[src/rtl/pps_generator.sv]
// Local 1PPS / tick timebase: divides ptp_clk into a seconds pulse, a per-tick strobe
// and a running seconds count, with a valid/ready port to load phase and seconds.
module pps_generator #(
    parameter int unsigned C_CLOCK_FREQUENCY = 25000000,
    parameter int unsigned C_TICK_HZ         = 1000,
    parameter int unsigned C_PULSE_WIDTH_MS  = 100,
    localparam int unsigned W = (C_TICK_HZ > 1) ? $clog2(C_TICK_HZ) : 1
) (
    input  logic         ptp_clk,
    input  logic         rst,
    input  logic         enable,
    input  logic         adj_valid,
    output logic         adj_ready,
    input  logic [W-1:0] adj_tick,
    input  logic [31:0]  adj_sec,
    output logic         pps_out,
    output logic         ts_out,
    output logic [31:0]  sec_count
);

    localparam int unsigned T_CYC  = C_CLOCK_FREQUENCY / C_TICK_HZ;
    localparam int unsigned PW_CYC = C_PULSE_WIDTH_MS * (C_CLOCK_FREQUENCY / 1000);
    localparam int unsigned CW     = (C_CLOCK_FREQUENCY > 1) ? $clog2(C_CLOCK_FREQUENCY) : 1;
    localparam int unsigned SW     = (T_CYC > 1) ? $clog2(T_CYC) : 1;

    localparam logic [CW-1:0] CNT_MAX  = CW'(C_CLOCK_FREQUENCY - 1);
    localparam logic [CW-1:0] CNT_PW   = CW'(PW_CYC);
    localparam logic [SW-1:0] SUB_MAX  = SW'(T_CYC - 1);
    localparam logic [W-1:0]  TICK_MAX = W'(C_TICK_HZ - 1);

    typedef enum logic [1:0] {
        ST_IDLE = 2'd0,
        ST_RUN  = 2'd1,
        ST_LOAD = 2'd2
    } state_t;

    state_t        state_q;
    logic [CW-1:0] cnt_q;
    logic [SW-1:0] sub_q;
    logic [31:0]   sec_q;
    logic [31:0]   sec_out_q;
    logic          pps_q;
    logic          ts_q;

    logic          accept;
    logic [W-1:0]  tick_clamp_d;
    logic [CW-1:0] cnt_load_d;

    assign adj_ready = (state_q != ST_LOAD);
    assign accept    = adj_valid && adj_ready;

    // Out-of-range tick indices clamp to the last tick of the second.
    always_comb begin
        tick_clamp_d = (adj_tick > TICK_MAX) ? TICK_MAX : adj_tick;
        cnt_load_d   = CW'(32'(tick_clamp_d) * T_CYC);
    end

    always_ff @(posedge ptp_clk) begin
        if (rst) begin
            state_q   <= ST_IDLE;
            cnt_q     <= '0;
            sub_q     <= '0;
            sec_q     <= '0;
            sec_out_q <= '0;
            pps_q     <= 1'b0;
            ts_q      <= 1'b0;
        end else begin
            // Outputs drop whenever this cycle is not a counting RUN cycle.
            pps_q     <= 1'b0;
            ts_q      <= 1'b0;
            sec_out_q <= sec_q;
            unique case (state_q)
                ST_IDLE: begin
                    if (accept) begin
                        cnt_q   <= cnt_load_d;
                        sub_q   <= '0;
                        sec_q   <= adj_sec;
                        state_q <= ST_LOAD;
                    end else if (enable) begin
                        state_q <= ST_RUN;
                    end
                end
                ST_RUN: begin
                    if (accept) begin
                        cnt_q   <= cnt_load_d;
                        sub_q   <= '0;
                        sec_q   <= adj_sec;
                        state_q <= ST_LOAD;
                    end else if (!enable) begin
                        state_q <= ST_IDLE;
                    end else begin
                        pps_q <= (cnt_q < CNT_PW);
                        ts_q  <= (sub_q == '0);
                        if (cnt_q == CNT_MAX) begin
                            cnt_q <= '0;
                            sub_q <= '0;
                            sec_q <= sec_q + 32'd1;
                        end else begin
                            cnt_q <= cnt_q + 1'b1;
                            sub_q <= (sub_q == SUB_MAX) ? '0 : sub_q + 1'b1;
                        end
                    end
                end
                ST_LOAD: begin
                    state_q <= enable ? ST_RUN : ST_IDLE;
                end
                default: begin
                    state_q <= ST_IDLE;
                end
            endcase
        end
    end

    assign pps_out   = pps_q;
    assign ts_out    = ts_q;
    assign sec_count = sec_out_q;

endmodule

[config.mk]
export PLATFORM = sky130hd
export DESIGN_NAME = pps_generator
export DESIGN_NICKNAME = d
export VERILOG_FILES = /design/src/rtl/pps_generator.sv
export SDC_FILE = /design/constraint.sdc
export NUM_CORES = 1
export LEC_CHECK = 0
export BUFFER_PORTS_ARGS = -buffer_cell sky130_fd_sc_hd__buf_2
export CORE_UTILIZATION = 50
export CTS_BUF_LIST = sky130_fd_sc_hd__clkbuf_2 sky130_fd_sc_hd__clkbuf_4 sky130_fd_sc_hd__clkbuf_8
export CTS_CLUSTER_SIZE = 12
export DETAILED_ROUTE_END_ITERATION = 7
export PLACE_DENSITY = 0.7
export SLEW_MARGIN = 20
export SYNTH_ARGS = -nofsm -noshare
export SYNTH_HDL_FRONTEND = slang
export SYNTH_SLANG_ARGS = --single-unit
[constraint.sdc]
create_clock -name ptp_clk -period 5.35 [get_ports ptp_clk]
set_input_delay 0.535 -clock ptp_clk [delete_from_list [all_inputs] [get_ports ptp_clk]]
set_output_delay 0.535 -clock ptp_clk [all_outputs]
set_load 0.1 [all_outputs]
==> results.sh, run 1 <==
export IMPL_finClkSkew_ns=0.007422
export IMPL_power_density_nw_per_um2=320.1
export IMPL_area_growth_pct=9.053
export IMPL_hold_class="input pin to flip-flop"
export IMPL_synth_top_area_share=0.2886
export IMPL_final_min_clock_period_ns=4.806
export IMPL_post_dp_cell_area_sq_um=7974
export IMPL_post_drt_wl_per_cell_microns=15.81
export IMPL_synth_cells=917
export IMPL_ir_drop_mv=0.1747
export IMPL_drt_wl_total_mm=18.17
export IMPL_drc=0
export IMPL_grt_pass1_vias=6173
export IMPL_synthArstFlopShare=0
export IMPL_drv_slew=0
export IMPL_cts_setup_buffers=0
export IMPL_ys_ff_latch=108
export IMPL_crit_chain="buf_2, o21ai_0, nor2_1, or2_2, ha_1, fa_1, ha_1, fa_1, ha_1, ha_1, a21o_1, a2111oi_0, a21oi_1, a211oi_1, buf_4, mux2i_1, a31oi_1"
export IMPL_diodes=0
export IMPL_io_buffers=80
export IMPL_antenna_found_initial=0
export IMPL_cp_arrival_ns=5.06
export IMPL_ctsResizeCount=0
export IMPL_ys_flop_type="dfxtp_1"
export IMPL_place_hpwl_mm=13.19
export IMPL_final_nets=1101
export IMPL_end_kind="flip-flop"
export IMPL_grt_use_total=0.2390
export IMPL_postRouteAntennaNets=0
export IMPL_grt_max_degree=57
export IMPL_crit_type="input pin to flip-flop"
export IMPL_start_util=0.5135
export IMPL_finalInstanceArea_sq_um=8169
export IMPL_worst_slew_pin_slew_ns=1.033
export IMPL_hold_ws_ns=0.4125
export IMPL_maxCapViolations=0
export IMPL_cts_hold_buf=0
export IMPL_root_buffer="clkbuf_8"
export IMPL_synth_warnings=0
export IMPL_synth_area_leaders="dfxtp_1 (29%), ha_1 (13%), fa_1 (4.8%), nand2_1 (4.4%), a21oi_1 (3.7%)"
export IMPL_drive_gt1_frac=0.1233
export IMPL_drt_iter0_drc=507
export IMPL_pwr_share_seq=0.375
export IMPL_switching_power_mw=1.067
export IMPL_yosysTopAreaCell="dfxtp_1"
export IMPL_num_vias=6759
export IMPL_p_clk_frac=0.193
export IMPL_timing_final_crit_share=0.8983
export IMPL_synth_cell_types=68
export IMPL_avgSynthCellArea_sq_um=8.169
export IMPL_pre_cts_ws_ns=0.1685
export IMPL_num_rows=44
export IMPL_path_common_cell="ha_1"
export IMPL_yosysSeqAreaShare=0.2886
export IMPL_p_comb_frac=0.433
export IMPL_synth_area_sq_um=7491
export IMPL_clock_sinks=108
export IMPL_viasPerCell=5.883
export IMPL_outcome="complete, no violations"
export IMPL_required_ns=5.61
export IMPL_drt_pass1_iterations=5
export IMPL_synth_edf_count=0
export IMPL_cts_made_buffers=9
export IMPL_die_h_microns=124.4
export IMPL_cpPeakStageDelay_ns=0.49
export IMPL_total_leakage_power_nw=3.573
export IMPL_dieArea_sq_um=15480
export IMPL_setup_viol=0
export IMPL_place_gp_congestion=0.8958
export IMPL_cts_buffer_depth=2
export IMPL_cts_max_level=3
export IMPL_cts_tree="built"
export IMPL_core_region_area_sq_um=14590
export IMPL_ioPinCount=81
export IMPL_sw_frac_of_total=0.4082
export IMPL_fillCellCount=1378
export IMPL_fin_tns_setup_ns=0
export IMPL_totalPowerFinal_mw=2.615
export IMPL_rsz0062_at_grt="no"
export IMPL_overflow=0
export IMPL_cp_start_kind="input pin"
export IMPL_max_slew_margin=0.3111
export IMPL_clk_latency_ns=0.40
export IMPL_max_freq_ghz=0.2081
export IMPL_grt_pass1_wl_mm=30.53
export IMPL_path_clk_slew_ns=0.11
export IMPL_cp_slowest_cell="fa_1"
export IMPL_worst_slack_ns=0.5440
export IMPL_critical_path_peak_fanout=5
export IMPL_power_internal_mw=1.547
export IMPL_synth_net_count=1058
export IMPL_hold_violations=0
export IMPL_die_w_microns=124.4
==> kinds of logic after synthesis <==
logic type	Yosys count	share of synthesized area
XOR/XNOR	25	0.02923
adder cells (fa/ha/maj)	95	0.1767
multiplexers	8	0.01119
buffers and inverters	101	0.05228
flip-flops	108	0.2886
AND/OR/NAND/NOR	355	0.2520
AO/OA/AOI/OAI	225	0.1899
==> synth_stat cells, types with 10 or more instances <==
library cell,instances
clkbuf_1,43
and4_1,10
xnor2_1,12
a21oi_1,55
nor2_1,68
and3_1,20
o21ai_1,39
a31oi_1,26
a22oi_1,12
nand3_1,34
nor4_1,10
nor3_1,17
o31ai_1,10
xor2_1,13
inv_1,46
a21o_1,10
o21ai_0,20
ha_1,77
nand2_1,87
dfxtp_1,108
nor2b_1,36
nand4_1,25
fa_1,18
==> critical path: cells and delay by family <==
kind | cells | cell delay, ns
AND/OR/NAND/NOR | 2 | 0.45
adder cells (fa/ha/maj) | 6 | 2.30
multiplexers | 1 | 0.19
AO/OA/AOI/OAI | 6 | 1.33
buffers and inverters | 2 | 0.27
==> path summary, 6_finish.rpt <==
path	start	end	slack [ns]	cells after the start
max	adj_tick[3]	cnt_q[22]	0.54	17
min	adj_sec[0]	sec_q[0]	0.41	3
max reg2reg	cnt_q[0]	sec_q[31]	2.07	7
min reg2reg	sec_q[29]	sec_count[29]	0.50	2
==> placed cells by master (no fill, tap or decap), types with 5 or more instances in the layout <==
cell type	instances
a21o_1	10
a21oi_1	55
a221oi_1	6
a22oi_1	12
a31oi_1	26
and2_1	5
and3_1	20
and4_1	10
buf_2	80
buf_4	7
clkbuf_8	11
dfxtp_1	108
fa_1	18
ha_1	77
inv_1	46
mux2i_1	5
nand2_1	87
nand3_1	34
nand4_1	25
nand4b_1	6
nor2_1	67
nor2b_1	36
nor3_1	17
nor4_1	10
o21ai_0	20
o21ai_1	39
o31ai_1	10
o32ai_1	5
or3_1	5
or4_1	5
xnor2_1	12
xor2_1	13
==> metal layers <==
| layer | track usage | share of wire |
|---|---|---|
| met5 | 0 | 0 |
| met1 | 0.3249 | 0.48 |
| met4 | 0.07796 | 0.018 |
| met3 | 0.03952 | 0.046 |
| met2 | 0.3845 | 0.46 |
==> state kept, by name (all words and copies together) (netlist names) <==
signal     cells
sec_count     32
sec_q         32
cnt_q         25
sub_q         15
state_q        2
pps_out        1
ts_out         1
==> layout make-up <==
| type | count | area [sq um] | share of cell area |
|---|---|---|---|
| Multi-Input combinational cell | 708 | 4956 | 0.6067 |
| Sequential cell | 108 | 2162 | 0.2647 |
| Timing Repair Buffer | 87 | 452.9 | 0.05544 |
| Tap cell | 184 | 230.2 | 0.02818 |
| Inverter | 46 | 172.7 | 0.02114 |
| Clock buffer | 11 | 151.4 | 0.01853 |
| Clock inverter | 5 | 43.79 | 0.005361 |
==> metrics by stage <==
stage | cells | utilization
floorplan | 917 | -
global placement | 1133 | 0.5466
detailed placement | 1133 | 0.5466
CTS | 1149 | 0.5599
global route | 1149 | 0.5599
finish | 1149 | 0.5599
==> power by group through the flow <==
stage / combinational (mW) / clock, mW / sequential [mW]
6_report: 1.13 / 0.504 / 0.980
4_1_cts: 1.13 / 0.515 / 0.975
3_3_place_gp: 1.11 / 0 / 0.991
5_1_grt: 1.27 / 0.551 / 0.991
3_5_place_dp: 1.12 / 0 / 0.993
2_1_floorplan: 0.821 / 0 / 1.03
Power figures use the tool's default switching activity.
==> run 2: changes to the inputs <==
--- a/config.mk
+++ b/config.mk
@@ -10,6 +10,7 @@
 export CTS_BUF_LIST = sky130_fd_sc_hd__clkbuf_2 sky130_fd_sc_hd__clkbuf_4 sky130_fd_sc_hd__clkbuf_8
 export CTS_CLUSTER_SIZE = 12
 export DETAILED_ROUTE_END_ITERATION = 7
+export GPL_TIMING_DRIVEN = 0
 export PLACE_DENSITY = 0.7
 export SLEW_MARGIN = 20
 export SYNTH_ARGS = -nofsm -noshare
==> run 2 against run 1 <==
Against the previous run:
- total power increased by 0.84%
- via count up 5.1%
- worst setup slack worse by 0.064 ns
- largest cell class unchanged
- critical path depth fell by 1
==> results.sh, run 2 (same netlist as run 1, synthesis figures left out) <==
export IMPL_path_clk_slew_ns=0.11
export IMPL_setup_viol=0
export IMPL_r2r_start="cnt_q[0]"
export IMPL_fillCellCount=1361
export IMPL_clk_latency_ns=0.38
export IMPL_die_h_microns=124.4
export IMPL_cts_tree="built"
export IMPL_grt_pass1_vias=6519
export IMPL_stdcell_count=1197
export IMPL_r2r_slack_ns=2.53
export IMPL_cp_start_kind="input pin"
export IMPL_drive_gt1_frac=0.1165
export IMPL_max_slew_margin=0.4359
export IMPL_wl_met3_mm=1.326
export IMPL_path_delay_family="adder cells"
export IMPL_cts_buffer_depth=2
export IMPL_place_hpwl_mm=15.50
export IMPL_grt_use_total=0.2649
export IMPL_met1_length_mm=8.977
export IMPL_path_common_cell="ha_1"
export IMPL_cts_hold_buf=0
export IMPL_maxCapViolations=0
export IMPL_final_min_clock_period_ns=4.870
export IMPL_timing_final_crit_share=0.9103
export IMPL_top_layer="met4"
export IMPL_totalPowerFinal_mw=2.637
export IMPL_routed_wl_met2_mm=9.568
export IMPL_power_density_nw_per_um2=316.7
export IMPL_overflow=0
export IMPL_core_region_area_sq_um=14590
export IMPL_diodes=0
export IMPL_cts_setup_buffers=0
export IMPL_grt_max_degree=18
export IMPL_post_drt_wl_per_cell_microns=17.05
export IMPL_place_gp_congestion=0.9045
export IMPL_cts_made_buffers=9
export IMPL_postRouteAntennaNets=0
export IMPL_hold_class="input pin to flip-flop"
export IMPL_cts_max_level=3
export IMPL_worst_slew_pin_slew_ns=0.8431
export IMPL_antenna_found_initial=0
export IMPL_viasPerCell=5.936
export IMPL_critPathBufInv=1
export IMPL_grt_pass1_wl_mm=33.29
export IMPL_root_buffer="clkbuf_8"
export IMPL_hold_violations=0
export IMPL_num_vias=7105
export IMPL_cpPeakStageDelay_ns=0.48
export IMPL_pre_cts_ws_ns=-0.07659
export IMPL_cp_arrival_ns=5.13
export IMPL_clock_sinks=108
export IMPL_drt_wl_total_mm=20.41
export IMPL_crit_type="input pin to flip-flop"
export IMPL_die_w_microns=124.4
export IMPL_num_rows=44
export IMPL_layout_commonest_cell="dfxtp_1"
export IMPL_drt_iter0_drc=636
export IMPL_start_util=0.5135
export IMPL_dieArea_sq_um=15480
export IMPL_drc=0
export IMPL_end_kind="flip-flop"
export IMPL_rr_endpoint="sec_q[23]"
export IMPL_worst_slack_ns=0.4796
export IMPL_io_buffers=80
export IMPL_ir_drop_mv=0.1481
export IMPL_crit_chain="buf_2, o21ai_0, nor2_1, or2_2, ha_1, fa_1, ha_1, fa_1, ha_1, ha_1, a21o_1, a2111oi_0, a21oi_1, a211oi_2, xor2_1, o22ai_1"
export IMPL_critical_path_peak_fanout=5
export IMPL_cp_slowest_cell="fa_1"
export IMPL_place_inst=1181
export IMPL_finish_utilization=0.5707
export IMPL_hold_ws_ns=0.4410
export IMPL_r2r_cells=9
export IMPL_drv_slew=0
export IMPL_required_ns=5.61
export IMPL_area_growth_pct=11.14
export IMPL_drt_pass1_iterations=6
export IMPL_ioPinCount=81
export IMPL_outcome="complete, no violations"
export IMPL_max_freq_ghz=0.2053
export IMPL_whs_endpoint="sec_q[29]"
export IMPL_min_from="adj_sec[29]"
export IMPL_total_leakage_power_nw=3.630
export IMPL_finClkSkew_ns=0.008965
export IMPL_final_cell_mix="dfxtp_1 (108), buf_2 (87), nand2_1 (87)"
export IMPL_final_nets=1149
export IMPL_hold_depth=3
export IMPL_rsz0062_at_grt="no"
[run 2: changes by cell type in the layout (fill, tap and decap cells not counted), moves of 2 or more]
cell,previous run,this run
buf_4,7,1
buf_1,0,4
buf_2,80,87
clkbuf_4,0,2
clkbuf_1,0,43
clkbuf_8,11,9
[run 2: area by class of cell]
class | count | area, sq um | area share
clock buffers | 11 | 138.9 | 0.01668
repair buffers | 80 | 400.4 | 0.04809
well taps | 184 | 230.2 | 0.02765
clock inverters | 5 | 60.06 | 0.007214
plain buffers | 55 | 219.0 | 0.02630
flip-flops and latches | 108 | 2162 | 0.2597
multi-input cells | 708 | 4942 | 0.5936
inverters | 46 | 172.7 | 0.02074
[run 2: worst reg2reg max path: stages (launching register included)]
cell and delay [ns]:
dfxtp_1 0.45, ha_1 0.25, and3_1 0.21, nand4b_1 0.29
o41ai_2 0.48, buf_2 0.33, buf_2 0.32, o211ai_1 0.14
a22oi_1 0.17, nor2_1 0.05
[run 2: worst max path at each step]
stage | slack, ns | depth (start not counted) | end | startpoint
floorplan | 0.42 | 15 | cnt_q[22] | adj_tick[3]
global placement | -0.06 | 18 | cnt_q[20] | adj_tick[3]
detailed placement | -0.08 | 16 | cnt_q[20] | adj_tick[3]
CTS | 0.33 | 18 | cnt_q[22] | adj_tick[3]
global route | 0.06 | 18 | cnt_q[22] | adj_tick[3]
finish | 0.48 | 16 | cnt_q[20] | adj_tick[3]
[run 2: metal layers]
metal  track usage  vias to the layer above
li1              -                     3515
met1        0.3338                     3260
met2        0.4426                      287
met3       0.04467                       43
met4        0.1176                        0
met5             0                        -
[run 2: repair_timing]
| action | in CTS | in global routing |
|---|---|---|
| endpoints found under the hold margin | 0 | 0 |
| endpoints found under the setup margin | 0 | 2 |
| resized for setup | 0 | 1 |
[run 2: stage by stage]
step | instance area, sq um | setup TNS, ns
2_1_floorplan | 7491 | 0
3_3_place_gp | 8122 | -0.09803
3_5_place_dp | 8122 | -0.1422
4_1_cts | 8320 | 0
5_1_grt | 8325 | 0
6_report | 8325 | 0
[run 2: where the power goes]
part / internal, mW / leakage [nW] / switching [mW]
Sequential: 0.879 / 0.883 / 0.0862
Combinational: 0.470 / 2.65 / 0.682
Clock: 0.230 / 0.101 / 0.290
Total: 1.58 / 3.63 / 1.06
